`src/rtl/led_cube_pkg.sv`:
```
// Shared types and default sizes for the LED-cube playlist scheduler.
package led_cube_pkg;

    localparam int DEF_DEPTH  = 8;
    localparam int DEF_ANIM_W = 4;
    localparam int DEF_LOOP_W = 4;

    typedef enum logic [2:0] {
        S_IDLE    = 3'd0,
        S_LOAD    = 3'd1,
        S_START   = 3'd2,
        S_PLAY    = 3'd3,
        S_ADVANCE = 3'd4,
        S_STOP    = 3'd5
    } sched_state_t;

    typedef struct packed {
        logic [DEF_ANIM_W-1:0] anim;
        logic [DEF_LOOP_W-1:0] loops;
    } playlist_entry_t;

endpackage

```
`src/rtl/led_cube_playlist_scheduler_if.sv`:
```
// Control-side and player-side signals of the playlist scheduler.
interface led_cube_playlist_scheduler_if
    import led_cube_pkg::*;
#(
    parameter int DEPTH  = DEF_DEPTH,
    parameter int IDX_W  = $clog2(DEPTH),
    parameter int ANIM_W = DEF_ANIM_W,
    parameter int LOOP_W = DEF_LOOP_W
);
    logic              cfg_we;
    logic [IDX_W-1:0]  cfg_addr;
    logic [ANIM_W-1:0] cfg_anim;
    logic [LOOP_W-1:0] cfg_loops;
    logic [IDX_W:0]    cfg_len;
    logic              repeat_mode;
    logic              cmd_play;
    logic              cmd_stop;
    logic              cmd_skip;
    logic              anim_wrap;
    logic              animate_start;
    logic              animate_stop;
    logic [ANIM_W-1:0] animation_sel;
    logic [IDX_W-1:0]  cur_index;
    logic              playing;
    logic              playlist_done;

    modport master (
        output cfg_we, cfg_addr, cfg_anim, cfg_loops, cfg_len, repeat_mode,
               cmd_play, cmd_stop, cmd_skip, anim_wrap,
        input  animate_start, animate_stop, animation_sel, cur_index,
               playing, playlist_done
    );

    modport slave (
        input  cfg_we, cfg_addr, cfg_anim, cfg_loops, cfg_len, repeat_mode,
               cmd_play, cmd_stop, cmd_skip, anim_wrap,
        output animate_start, animate_stop, animation_sel, cur_index,
               playing, playlist_done
    );
endinterface

```
`src/rtl/led_cube_playlist_regfile.sv`:
```
// Playlist storage: synchronous write, asynchronous read; cleared on reset.
module led_cube_playlist_regfile
    import led_cube_pkg::*;
#(
    parameter int DEPTH = DEF_DEPTH,
    parameter int IDX_W = $clog2(DEPTH)
) (
    input  logic            clk,
    input  logic            rst_n,
    input  logic            we,
    input  logic [IDX_W-1:0] waddr,
    input  playlist_entry_t wdata,
    input  logic [IDX_W-1:0] raddr,
    output playlist_entry_t rdata
);
    playlist_entry_t mem [DEPTH];

    always_ff @(posedge clk) begin
        if (!rst_n) begin
            for (int i = 0; i < DEPTH; i++) mem[i] <= '0;
        end else if (we) begin
            mem[waddr] <= wdata;
        end
    end

    // A write and a read of the same entry in one cycle returns the old value.
    assign rdata = mem[raddr];
endmodule

```
`src/rtl/led_cube_playlist_scheduler.sv`:
```
// Walks the playlist, pulsing the player's start/stop and counting wraps per entry.
module led_cube_playlist_scheduler
    import led_cube_pkg::*;
#(
    parameter int DEPTH  = DEF_DEPTH,
    parameter int IDX_W  = $clog2(DEPTH),
    parameter int ANIM_W = DEF_ANIM_W,
    parameter int LOOP_W = DEF_LOOP_W
) (
    input logic clk,
    input logic rst_n,
    led_cube_playlist_scheduler_if.slave bus
);
    localparam logic [IDX_W:0] DEPTH_L = DEPTH[IDX_W:0];

    sched_state_t      state;
    logic [IDX_W-1:0]  index;
    logic [IDX_W:0]    len_q;
    logic [ANIM_W-1:0] cur_anim;
    logic [LOOP_W-1:0] cur_loops;
    logic [LOOP_W-1:0] loop_cnt;
    logic              start_q, stop_q, playing_q, done_q;
    logic [ANIM_W-1:0] sel_q;
    playlist_entry_t   rd_entry;
    playlist_entry_t   wr_entry;
    logic [IDX_W:0]    len_clip;
    logic              last_entry;
    logic [LOOP_W:0]   loop_next;

    assign wr_entry   = '{anim: bus.cfg_anim, loops: bus.cfg_loops};
    assign len_clip   = (bus.cfg_len > DEPTH_L) ? DEPTH_L : bus.cfg_len;
    assign last_entry = ({1'b0, index} == (len_q - 1'b1));
    assign loop_next  = {1'b0, loop_cnt} + 1'b1;

    led_cube_playlist_regfile #(.DEPTH(DEPTH), .IDX_W(IDX_W)) u_regfile (
        .clk   (clk),
        .rst_n (rst_n),
        .we    (bus.cfg_we),
        .waddr (bus.cfg_addr),
        .wdata (wr_entry),
        .raddr (index),
        .rdata (rd_entry)
    );

    always_ff @(posedge clk) begin
        sched_state_t nxt;
        if (!rst_n) begin
            state     <= S_IDLE;
            index     <= '0;
            len_q     <= '0;
            cur_anim  <= '0;
            cur_loops <= '0;
            loop_cnt  <= '0;
            start_q   <= 1'b0;
            stop_q    <= 1'b0;
            playing_q <= 1'b0;
            done_q    <= 1'b0;
            sel_q     <= '0;
        end else begin
            nxt = state;
            case (state)
                S_IDLE: if (bus.cmd_play && bus.cfg_len != '0) begin
                    nxt   = S_LOAD;
                    index <= '0;
                    len_q <= len_clip;
                end
                S_LOAD: begin
                    cur_anim  <= rd_entry.anim;
                    cur_loops <= rd_entry.loops;
                    loop_cnt  <= '0;
                    if (bus.cmd_stop) nxt = S_STOP;
                    else begin
                        nxt   = S_START;
                        sel_q <= rd_entry.anim;
                    end
                end
                S_START: nxt = bus.cmd_stop ? S_STOP : S_PLAY;
                S_PLAY: begin
                    if (bus.cmd_stop) nxt = S_STOP;
                    else if (bus.cmd_skip) nxt = S_ADVANCE;
                    else if (bus.anim_wrap) begin
                        if (loop_cnt != '1) loop_cnt <= loop_next[LOOP_W-1:0];
                        if (cur_loops != '0 && loop_next == {1'b0, cur_loops}) nxt = S_ADVANCE;
                    end
                end
                // done_q was latched on entry, so the exit decision matches the pulse.
                S_ADVANCE: begin
                    if (bus.cmd_stop) nxt = S_STOP;
                    else if (done_q) begin
                        nxt   = S_IDLE;
                        index <= '0;
                    end else begin
                        nxt   = S_LOAD;
                        index <= last_entry ? '0 : index + 1'b1;
                    end
                end
                S_STOP:  nxt = S_IDLE;
                default: nxt = S_IDLE;
            endcase
            state     <= nxt;
            start_q   <= (nxt == S_START);
            stop_q    <= (nxt == S_ADVANCE) || (nxt == S_STOP);
            playing_q <= (nxt == S_LOAD) || (nxt == S_START) || (nxt == S_PLAY) || (nxt == S_ADVANCE);
            done_q    <= (nxt == S_ADVANCE) && (state != S_ADVANCE) && last_entry && !bus.repeat_mode;
        end
    end

    assign bus.animate_start = start_q;
    assign bus.animate_stop  = stop_q;
    assign bus.animation_sel = sel_q;
    assign bus.cur_index     = index;
    assign bus.playing       = playing_q;
    assign bus.playlist_done = done_q;
endmodule

```
`src/flat_wrapper.sv`:
```
// flat-port wrapper written by rule: the top's interface ports become plain ports
module led_cube_playlist_scheduler_flat import led_cube_pkg::*;
#(
    parameter int DEPTH  = DEF_DEPTH,
    parameter int IDX_W  = $clog2(DEPTH),
    parameter int ANIM_W = DEF_ANIM_W,
    parameter int LOOP_W = DEF_LOOP_W
)
  (clk, rst_n, bus_cfg_we, bus_cfg_addr, bus_cfg_anim, bus_cfg_loops, bus_cfg_len, bus_repeat_mode, bus_cmd_play, bus_cmd_stop, bus_cmd_skip, bus_anim_wrap, bus_animate_start, bus_animate_stop, bus_animation_sel, bus_cur_index, bus_playing, bus_playlist_done);
  led_cube_playlist_scheduler_if #(.DEPTH(DEPTH), .IDX_W(IDX_W), .ANIM_W(ANIM_W), .LOOP_W(LOOP_W)) bus_i ();
  input logic clk;
  input logic rst_n;
  input wire logic [$bits(bus_i.cfg_we)-1:0] bus_cfg_we;
  input wire logic [$bits(bus_i.cfg_addr)-1:0] bus_cfg_addr;
  input wire logic [$bits(bus_i.cfg_anim)-1:0] bus_cfg_anim;
  input wire logic [$bits(bus_i.cfg_loops)-1:0] bus_cfg_loops;
  input wire logic [$bits(bus_i.cfg_len)-1:0] bus_cfg_len;
  input wire logic [$bits(bus_i.repeat_mode)-1:0] bus_repeat_mode;
  input wire logic [$bits(bus_i.cmd_play)-1:0] bus_cmd_play;
  input wire logic [$bits(bus_i.cmd_stop)-1:0] bus_cmd_stop;
  input wire logic [$bits(bus_i.cmd_skip)-1:0] bus_cmd_skip;
  input wire logic [$bits(bus_i.anim_wrap)-1:0] bus_anim_wrap;
  output wire logic [$bits(bus_i.animate_start)-1:0] bus_animate_start;
  output wire logic [$bits(bus_i.animate_stop)-1:0] bus_animate_stop;
  output wire logic [$bits(bus_i.animation_sel)-1:0] bus_animation_sel;
  output wire logic [$bits(bus_i.cur_index)-1:0] bus_cur_index;
  output wire logic [$bits(bus_i.playing)-1:0] bus_playing;
  output wire logic [$bits(bus_i.playlist_done)-1:0] bus_playlist_done;
  assign bus_i.cfg_we = bus_cfg_we;
  assign bus_i.cfg_addr = bus_cfg_addr;
  assign bus_i.cfg_anim = bus_cfg_anim;
  assign bus_i.cfg_loops = bus_cfg_loops;
  assign bus_i.cfg_len = bus_cfg_len;
  assign bus_i.repeat_mode = bus_repeat_mode;
  assign bus_i.cmd_play = bus_cmd_play;
  assign bus_i.cmd_stop = bus_cmd_stop;
  assign bus_i.cmd_skip = bus_cmd_skip;
  assign bus_i.anim_wrap = bus_anim_wrap;
  assign bus_animate_start = bus_i.animate_start;
  assign bus_animate_stop = bus_i.animate_stop;
  assign bus_animation_sel = bus_i.animation_sel;
  assign bus_cur_index = bus_i.cur_index;
  assign bus_playing = bus_i.playing;
  assign bus_playlist_done = bus_i.playlist_done;
  led_cube_playlist_scheduler #(.DEPTH(DEPTH), .IDX_W(IDX_W), .ANIM_W(ANIM_W), .LOOP_W(LOOP_W)) u_core (.clk(clk), .rst_n(rst_n), .bus(bus_i));
endmodule
```
`config.mk`:
```
export PLATFORM = sky130hd
export DESIGN_NAME = led_cube_playlist_scheduler_flat
export DESIGN_NICKNAME = d
export VERILOG_FILES = /design/src/rtl/led_cube_pkg.sv /design/src/rtl/led_cube_playlist_scheduler_if.sv /design/src/rtl/led_cube_playlist_regfile.sv /design/src/rtl/led_cube_playlist_scheduler.sv /design/src/flat_wrapper.sv
export SDC_FILE = /design/constraint.sdc
export NUM_CORES = 1
export LEC_CHECK = 0
export CORE_ASPECT_RATIO = 0.9
export CORE_UTILIZATION = 30
export DETAILED_ROUTE_END_ITERATION = 10
export HOLD_SLACK_MARGIN = 0.03
export PLACE_DENSITY = 0.52
export RECOVER_POWER = 50
export REMOVE_ABC_BUFFERS = 1
export SLEW_MARGIN = 20
export SYNTH_ARGS = -nofsm -noshare
export SYNTH_HDL_FRONTEND = slang
export SYNTH_SLANG_ARGS = --single-unit
```
`constraint.sdc`:
```
create_clock -name clk -period 2.6 [get_ports clk]
set_input_delay 0.52 -clock clk [delete_from_list [all_inputs] [get_ports clk]]
set_output_delay 0.52 -clock clk [all_outputs]
set_load 0.005 [all_outputs]
```
==> flow_summary.json, run 1 <==
{
  "status": "finished, final reports clean",
  "endpoint_kind": "register",
  "place_area_sq_um": 4970,
  "synth_flop_cell": "edfxtp_1",
  "final_cell_area_sq_um": 5250,
  "clockBufferDepth": 2,
  "port-buffer-count": 33,
  "max_freq_mhz": 432,
  "finalNonFillerCells": 582,
  "period_share_pct": 89.1,
  "power_frac_comb_pct": 10.8,
  "core_sq_um": 14100,
  "layout_common_cells": "64 x edfxtp_1, 62 x and2_1, 29 x dfxtp_1, 22 x clkdlybuf4s50_1, 20 x nand2_1",
  "pwr-share-clk_pct": 40.1,
  "final.min_clock_period_ns": 2.32,
  "synth.distinct_cells": 44,
  "ys_seq_area_share_pct": 57.6,
  "syn_area_per_cell_sq_um": 12.9,
  "die_w_microns": 129,
  "rsz0062_at_grt": "no",
  "p_sw_mw": 0.822,
  "boundaryPins": 34,
  "yosys.area_share.simple_pct": 19.4,
  "grt_usage_pct": 13.8,
  "relSlewSlack_pct": 46.8,
  "finalHoldViolations": 0,
  "leakagePower_nw": 1.87,
  "ys_warn_count": 0,
  "die_area_sq_um": 15000,
  "critical_path_class": "primary input to register",
  "synth_edf_count": 64,
  "p_int_mw": 2.73,
  "vias": 2723,
  "gr-total-overflow": 0,
  "clock_sinks": 93,
  "cp_data_arrival_time_ns": 2.29,
  "finalClockSkew_ns": 0.00848,
  "maxCapViolCount": 0,
  "die_h_microns": 116,
  "min_path_type": "register to register",
  "setup_tns_ns": 0,
  "clockRootBuffer": "clkbuf_16",
  "path_clk_slew_ns": 0.06,
  "crit_family": "buffers and inverters",
  "finalMaxSlewViolations": 0,
  "max_stage_delay_ns": 0.62,
  "drtPass1Iterations": 4,
  "dpl.hpwl_microns": 6580,
  "max_slew.worst_pin.slew_ns": 0.787,
  "synth_area_leaders": "edfxtp_1 44%, dfxtp_1 13%, and2_1 9.8%",
  "synth_xor_area_share_pct": 2.02,
  "antenna_found_initial": 0,
  "postCtsHoldBufs": 0,
  "crit_required_ns": 2.57,
  "clkLatencyLatePin_ns": 0.34,
  "drt-initial-drc-count": 200,
  "grt_start_max_net_pins": 33,
  "synthArstFlopShare_pct": 0,
  "via_per_inst": 4.68,
  "peakVddDrop_uv": 358,
  "gp_congestion": 0.784,
  "wl_microns": 9540,
  "reg2reg_setup_slack_ns": 0.40,
  "ant_nets": 0,
  "swShare_pct": 23.2,
  "finalSetupViolCount": 0,
  "power_density_nw_per_um2": 677,
  "synth_top_family_by_area": "simple AND/OR/NAND/NOR gates",
  "worstPathCellList": "dlygate4sd3_1 -> clkbuf_2 -> o21ai_0 -> clkbuf_1",
  "cts_buffers": 9,
  "synth_compound_area_share_pct": 8.36,
  "syn_inst": 337,
  "slowest_stage": "dlygate4sd3_1",
  "tritoncts": "built",
  "yosys.area_share.adder_pct": 0.865,
  "critPathBufInv": 3,
  "netlist.top_cell.by_area": "edfxtp_1",
  "routedWlPerCell_microns": 16.4,
  "nets": 410,
  "grt_pass1_vias": 2723,
  "netlist_area_sq_um": 4340,
  "seqPwrFrac_pct": 49.1,
  "antenna_cells": 0,
  "layout_commonest_cell": "edfxtp_1",
  "area_growth_pct": 20.8,
  "muxShareOfSynthArea_pct": 10.1,
  "netlist.area_leader.share_pct": 44.3,
  "worstPathMaxFanout": 32,
  "ys_ff_latch": 93,
  "postCtsSetupBuffers": 0,
  "grt_pass1_wl_microns": 15000,
  "row_count": 41,
  "htreeDepth": 3,
  "drive_gt1_share_pct": 10.0,
  "start_kind": "primary input",
  "drc": 0,
  "cts-resized-gates": 0,
  "initial_core_util_pct": 30.9,
  "placed_cells": 566
}
-- per-layer routing --
layer  vias up  routed length [microns]  GRT usage, %
met1      1337                     4540          18.2
met5         -                        0             0
met3         8                      352          3.25
li1       1333                        -             -
met2        45                     4570          22.7
met4         0                       80          3.76
-- sequential cells by signal, indices dropped and copies added, names as in the netlist, named ones only --
register                  flops
u_core.u_regfile.mem         64
u_core.bus.animation_sel      4
u_core.cur_loops              4
u_core.len_q                  4
u_core.loop_cnt               4
u_core.bus.cur_index          3
u_core.state                  3
u_core.bus.animate_start      1
u_core.bus.animate_stop       1
u_core.bus.playing            1
u_core.bus.playlist_done      1
-- final timing paths --
kind / from / endpoint / cells after the start
min reg2reg: u_core.bus.animation_sel[0] / u_core.bus.animation_sel[0] / 1
min: u_core.bus.animation_sel[0] / u_core.bus.animation_sel[0] / 1
max: rst_n / u_core.u_regfile.mem[1][1] / 4
max reg2reg: u_core.loop_cnt[0] / u_core.bus.playlist_done / 7
-- synth_stat cells, types with 3 or more instances --
cell and number:
and2_1 68, edfxtp_1 64, dfxtp_1 29, nand2_1 20, mux4_2 16, nor2_1 12
o21ai_0 11, nor2b_1 10, o211a_1 9, mux2i_1 8, a21boi_0 6, nand2b_1 6
xnor2_1 6, a22oi_1 5, clkbuf_1 5, nand3b_1 5, nor3_1 5, a21oi_1 4
buf_2 4, inv_1 4, xor2_1 4, a211o_1 3, ha_1 3, nand3_1 3
nor3b_1 3, or3_1 3
-- power by group through the flow --
stage               Sequential, mW  Combinational [mW]  Clock (mW)
floorplan                     1.76               0.228           0
global placement              1.77               0.403           0
detailed placement            1.77               0.405           0
CTS                           1.74               0.406        1.46
global route                  1.75               0.427        1.51
finish                        1.74               0.383        1.42
-- stage by stage --
step,hold WS (ns),setup slack [ns],power [mW],util (%)
final,0.529,0.284,3.55,37.3
after global routing,0.549,0.161,3.69,37.3
after CTS,0.532,0.367,3.61,37.7
after detailed placement,0.520,0.196,2.18,35.4
after global placement,0.514,0.255,2.18,35.4
after floorplan,0.487,0.710,1.99,-
-- cells by family (layout without fill, tap and decap cells) --
kind of cell / after synthesis / after routing
buffers and inverters: 16 / 68
flip-flops: 93 / 93
AO/OA/AOI/OAI: 48 / 48
adder cells (fa/ha/maj): 3 / 3
multiplexers: 24 / 24
XOR/XNOR: 10 / 10
AND/OR/NAND/NOR: 143 / 143
-- area by class of cell --
class	count	area, sq um
Clock buffer	10	229
Clock inverter	6	93.8
Fill cell	1403	8810
Inverter	4	15.0
Multi-Input combinational cell	228	1760
Sequential cell	93	2500
Tap cell	193	241
Timing Repair Buffer	48	400
Power figures use the tool's default switching activity.
==> run 2: changes to the inputs <==
--- a/config.mk
+++ b/config.mk
@@ -8,6 +8,7 @@
 export CORE_ASPECT_RATIO = 0.9
 export CORE_UTILIZATION = 30
 export DETAILED_ROUTE_END_ITERATION = 10
+export GPL_TIMING_DRIVEN = 0
 export HOLD_SLACK_MARGIN = 0.03
 export PLACE_DENSITY = 0.52
 export RECOVER_POWER = 50
==> run 2 against run 1 <==
Net effect: via count shrank 2.4%; sequential power is essentially flat; worst hold slack lost 0.0035 ns; maximum frequency shrank 3.9%; register-to-register slack lost 0.14 ns; clock skew shrank 0.0032 ns; clock-buffer cell count is the same; cell count shrank 2.6%.
==> flow_summary.json, run 2 (synthesized netlist as in run 1, its figures left out) <==
{
  "status": "finished, final reports clean",
  "crit_required_ns": 2.58,
  "pre_cts_slack_ns": -0.535,
  "largest_reg_flops": 64,
  "drc": 0,
  "grt_pass1_wl_microns": 14400,
  "worstPathMaxFanout": 34,
  "antenna_cells": 0,
  "initial_core_util_pct": 30.9,
  "p_sw_mw": 0.821,
  "die_h_microns": 116,
  "row_count": 41,
  "port-buffer-count": 33,
  "gp_congestion": 0.763,
  "core_sq_um": 14100,
  "path_clk_slew_ns": 0.07,
  "finalClockSkew_ns": 0.00529,
  "htreeDepth": 3,
  "wl_microns": 9080,
  "placed_cells": 551,
  "routedWlPerCell_microns": 16.0,
  "finalSetupViolCount": 0,
  "crit_family": "simple AND/OR/NAND/NOR gates",
  "largest-register": "u_core.u_regfile.mem",
  "clockBufferDepth": 2,
  "num-fill-cells": 1398,
  "max_slew.worst_pin.slew_ns": 1.14,
  "rsz0062_at_grt": "no",
  "max_freq_mhz": 415,
  "cp_data_arrival_time_ns": 2.39,
  "ant_nets": 0,
  "power_density_nw_per_um2": 667,
  "drt-initial-drc-count": 141,
  "max_stage_delay_ns": 0.55,
  "postCtsSetupBuffers": 0,
  "clock_sinks": 93,
  "setup_tns_ns": 0,
  "critical_path_class": "primary input to register",
  "layout_commonest_cell": "edfxtp_1",
  "p_int_mw": 2.62,
  "peakVddDrop_uv": 299,
  "endpoint_kind": "register",
  "area_growth_pct": 18.9,
  "regArea_sq_um": 2500,
  "seqPwrFrac_pct": 50.8,
  "min_path_type": "register to register",
  "clockRootBuffer": "clkbuf_16",
  "drive_gt1_share_pct": 10.2,
  "critPathBufInv": 1,
  "tritoncts": "built",
  "finalNonFillerCells": 567,
  "finalMaxSlewViolations": 0,
  "multi_input_comb_area_sq_um": 1780,
  "cts_buffers": 9,
  "layout_common_cells": "64 x edfxtp_1, 34 x and2_0, 34 x and2_1, 29 x dfxtp_1, 20 x nand2_1",
  "grt_usage_pct": 13.2,
  "start_kind": "primary input",
  "power_frac_comb_pct": 10.6,
  "die_w_microns": 129,
  "die_area_sq_um": 15000,
  "slowest_stage": "nor3_2",
  "vias": 2658,
  "pwr-share-clk_pct": 38.6,
  "nets": 395,
  "relSlewSlack_pct": 24.2,
  "layout_setup_ws_ns": 0.189,
  "grt_pass1_vias": 2631,
  "maxCapViolCount": 0,
  "swShare_pct": 23.8,
  "finalHoldViolations": 0,
  "dpl.hpwl_microns": 6210,
  "via_per_inst": 4.69,
  "worstPathCellList": "buf_2 -> nand3b_1 -> nor3_2 -> nand2b_1",
  "clkLatencyLatePin_ns": 0.34,
  "post-route-util_pct": 36.7,
  "period_share_pct": 92.7,
  "postCtsHoldBufs": 0,
  "gr-total-overflow": 0,
  "antenna_found_initial": 0,
  "final.min_clock_period_ns": 2.41,
  "leakagePower_nw": 1.81,
  "boundaryPins": 34,
  "drtPass1Iterations": 5,
  "grt_start_max_net_pins": 35
}
[run 2: cell count changes in the layout (fill, tap and decap cells not counted), moves of 3 or more]
cell,before,now
and2_1,62,34
o21ai_1,0,6
and2_0,6,34
clkbuf_1,11,1
o21ai_0,11,5
clkdlybuf4s50_1,22,19
buf_4,3,0
[run 2: power by group through the flow]
stage          Sequential, mW  Combinational [mW]  Clock, mW
3_5_place_dp             1.79               0.375          0
5_1_grt                  1.76               0.406       1.41
2_1_floorplan            1.76               0.228          0
3_3_place_gp             1.78               0.371          0
6_report                 1.75               0.365       1.33
4_1_cts                  1.75               0.378       1.36
[run 2: layer usage]
layer / vias up / global-route usage [%] / part of all wire, %
met4: 0 / 4.71 / 1.3
met3: 12 / 3.39 / 4.5
met1: 1292 / 17.0 / 48
met5: - / 0 / 0
li1: 1305 / - / -
met2: 49 / 21.7 / 46
[run 2: per-stage QoR]
step / power, mW / instance area (sq um) / hold slack, ns
after floorplan: 1.99 / 4290 / 0.487
after global placement: 2.15 / 4860 / 0.507
after detailed placement: 2.16 / 4860 / 0.512
after CTS: 3.49 / 5160 / 0.534
after global routing: 3.58 / 5160 / 0.554
final: 3.44 / 5160 / 0.525
[run 2: path summary, 6_finish.rpt]
kind / slack, ns / start / cells after the start / to
setup / recovery: 0.19 / rst_n / 4 / u_core.u_regfile.mem[0][0]
setup reg to reg: 0.26 / register / 4 / u_core.cur_loops[3]
hold / removal: 0.53 / u_core.bus.animation_sel[3] / 1 / u_core.bus.animation_sel[3]
hold reg to reg: 0.53 / u_core.bus.animation_sel[3] / 1 / u_core.bus.animation_sel[3]
[run 2: timing repair]
action | CTS | global route
endpoints found under the hold margin | 0 | 0
endpoints found under the setup margin | 12 | 0
resized for setup | 2 | 0
[run 2: area by class of cell]
cell class                 count  area share (%)
clock inverter                 6            1.33
timing repair buffer          33            6.30
clock buffer                  10            4.44
inverter                       4           0.291
tap                          193            4.68
multi-input combinational    228            34.5
sequential                    93            48.5
==> run 3: changes to the inputs <==
--- a/config.mk
+++ b/config.mk
@@ -6,13 +6,13 @@
 export NUM_CORES = 1
 export LEC_CHECK = 0
 export CORE_ASPECT_RATIO = 0.9
+export CORE_MARGIN = 2
 export CORE_UTILIZATION = 30
 export DETAILED_ROUTE_END_ITERATION = 10
 export GPL_TIMING_DRIVEN = 0
 export HOLD_SLACK_MARGIN = 0.03
 export PLACE_DENSITY = 0.52
-export RECOVER_POWER = 50
-export REMOVE_ABC_BUFFERS = 1
+export RECOVER_POWER = 100
 export SLEW_MARGIN = 20
 export SYNTH_ARGS = -nofsm -noshare
 export SYNTH_HDL_FRONTEND = slang
==> run 3 against run 2 <==
Net effect: cell count grew 1.9%; maximum frequency decreased by 3.8%; total power up 3.1%; critical path type unchanged; largest cell class unchanged.
==> flow_summary.json, run 3 (synthesized netlist as in run 1, its figures left out) <==
{
  "final.min_clock_period_ns": 2.51,
  "placed_cells": 563,
  "vias": 2761,
  "nets": 407,
  "clkLatencyLatePin_ns": 0.34,
  "crit_start": "rst_n",
  "antenna_cells": 0,
  "row_count": 41,
  "peakVddDrop_uv": 337,
  "path_depth": 4,
  "crit_required_ns": 2.59,
  "leakagePower_nw": 1.86,
  "routedWlPerCell_microns": 17.0,
  "wl_microns": 9820,
  "start_kind": "primary input",
  "tritoncts": "built",
  "grt_pass1_wl_microns": 15500,
  "endpoint_kind": "register",
  "finalMaxSlewViolations": 0,
  "postCtsSetupBuffers": 0,
  "port-buffer-count": 33,
  "core_sq_um": 14100,
  "worstPathMaxFanout": 9,
  "gp_congestion": 0.795,
  "max_freq_mhz": 399,
  "clockBufferDepth": 2,
  "cts_buffers": 9,
  "drive_gt1_share_pct": 10.9,
  "initial_core_util_pct": 30.8,
  "die_area_sq_um": 15500,
  "min_path_type": "register to register",
  "maxCapViolCount": 0,
  "finalHoldViolations": 0,
  "critical_path_class": "primary input to register",
  "crit_family": "simple AND/OR/NAND/NOR gates",
  "die_h_microns": 118,
  "grt_usage_pct": 13.7,
  "finalClockSkew_ns": 0.00523,
  "grt_pass1_vias": 2821,
  "ant_nets": 0,
  "finalNonFillerCells": 578,
  "path_clk_slew_ns": 0.06,
  "largest-register": "u_core.u_regfile.mem",
  "boundaryPins": 34,
  "synth_fp_nets": 363,
  "period_share_pct": 96.4,
  "drt-initial-drc-count": 142,
  "critPathBufInv": 1,
  "gr-total-overflow": 0,
  "largest_reg_flops": 64,
  "worst_hold_startpoint": "u_core.len_q[0]",
  "via_per_inst": 4.78,
  "clock_sinks": 93,
  "grt_start_max_net_pins": 17,
  "dpl.hpwl_microns": 6860,
  "finalSetupViolCount": 0,
  "rsz0062_at_grt": "no",
  "post-route-util_pct": 37.2,
  "layout_common_cells": "64 x edfxtp_1, 35 x and2_0, 33 x and2_1, 29 x dfxtp_1",
  "reg2regPathDepth": 6,
  "antenna_found_initial": 0,
  "setup_tns_ns": 0,
  "holdPathStages": 2,
  "max_stage_delay_ns": 0.65,
  "drtPass1Iterations": 4,
  "worstPathCellList": "clkdlybuf4s50_1 -> nand3_1 -> nor3_2 -> nand2b_1",
  "status": "finished, final reports clean",
  "postCtsHoldBufs": 0,
  "drc": 0,
  "layout_commonest_cell": "edfxtp_1",
  "htreeDepth": 3,
  "relSlewSlack_pct": 37.3,
  "power_density_nw_per_um2": 676,
  "clockRootBuffer": "clkbuf_16",
  "area_growth_pct": 21.0,
  "slowest_stage": "clkdlybuf4s50_1",
  "die_w_microns": 131,
  "cp_data_arrival_time_ns": 2.50,
  "max_slew.worst_pin.slew_ns": 0.934
}
-- run 3: worst reg2reg max path: cells and delay by family (launching register included) --
kind / cells / cell delay (ns)
simple gates: 1 / 0.09
buf+inv: 2 / 0.94
flops: 1 / 0.31
mux: 2 / 0.67
compound gates: 1 / 0.14
-- run 3: what timing repair did --
action / CTS / global route
setup endpoints to repair: 16 / 8
pin swaps: 0 / 0
gates resized for setup: 2 / 1
-- run 3: metal layers --
metal  global-route usage (%)  vias up  wire length (microns)
met5                        0        -                      0
met4                     3.92        0                    157
met3                     3.86       16                    478
met2                     21.9       64                   4720
met1                     18.2     1355                   4460
li1                         -     1326                      -
-- run 3: report_power, final --
group	internal [mW]	leakage (nW)	total, mW	switching, mW
sequential	1.68	0.849	1.73	0.0446
combinational	0.195	0.853	0.407	0.211
clock	0.849	0.154	1.42	0.568
total	2.73	1.86	3.55	0.824
-- run 3: area by class of cell --
cell class | count | area [sq um]
clock buffers | 9 | 225
flip-flops and latches | 93 | 2500
plain buffers | 12 | 53.8
clock inverters | 6 | 96.3
fillers | 1362 | 8860
inverters | 4 | 15.0
well taps | 193 | 241
multi-input cells | 228 | 1790
repair buffers | 33 | 330
-- run 3: worst paths after layout --
kind / to / slack (ns)
worst max-delay path: u_core.u_regfile.mem[2][6] / 0.09
worst min-delay path: u_core.len_q[0] / 0.52
worst max register to register: u_core.cur_loops[3] / 0.35
worst min register to register: u_core.len_q[0] / 0.52
-- run 3: per-stage QoR --
step	hold WS, ns	instance area (sq um)	setup slack, ns	power, mW
4_1_cts	0.525	5250	0.0955	3.60
3_5_place_dp	0.507	4910	-0.578	2.18
3_3_place_gp	0.484	4910	-0.522	2.17
5_1_grt	0.548	5250	0.00660	3.71
2_1_floorplan	0.487	4340	0.713	2.01
6_report	0.519	5250	0.0945	3.55
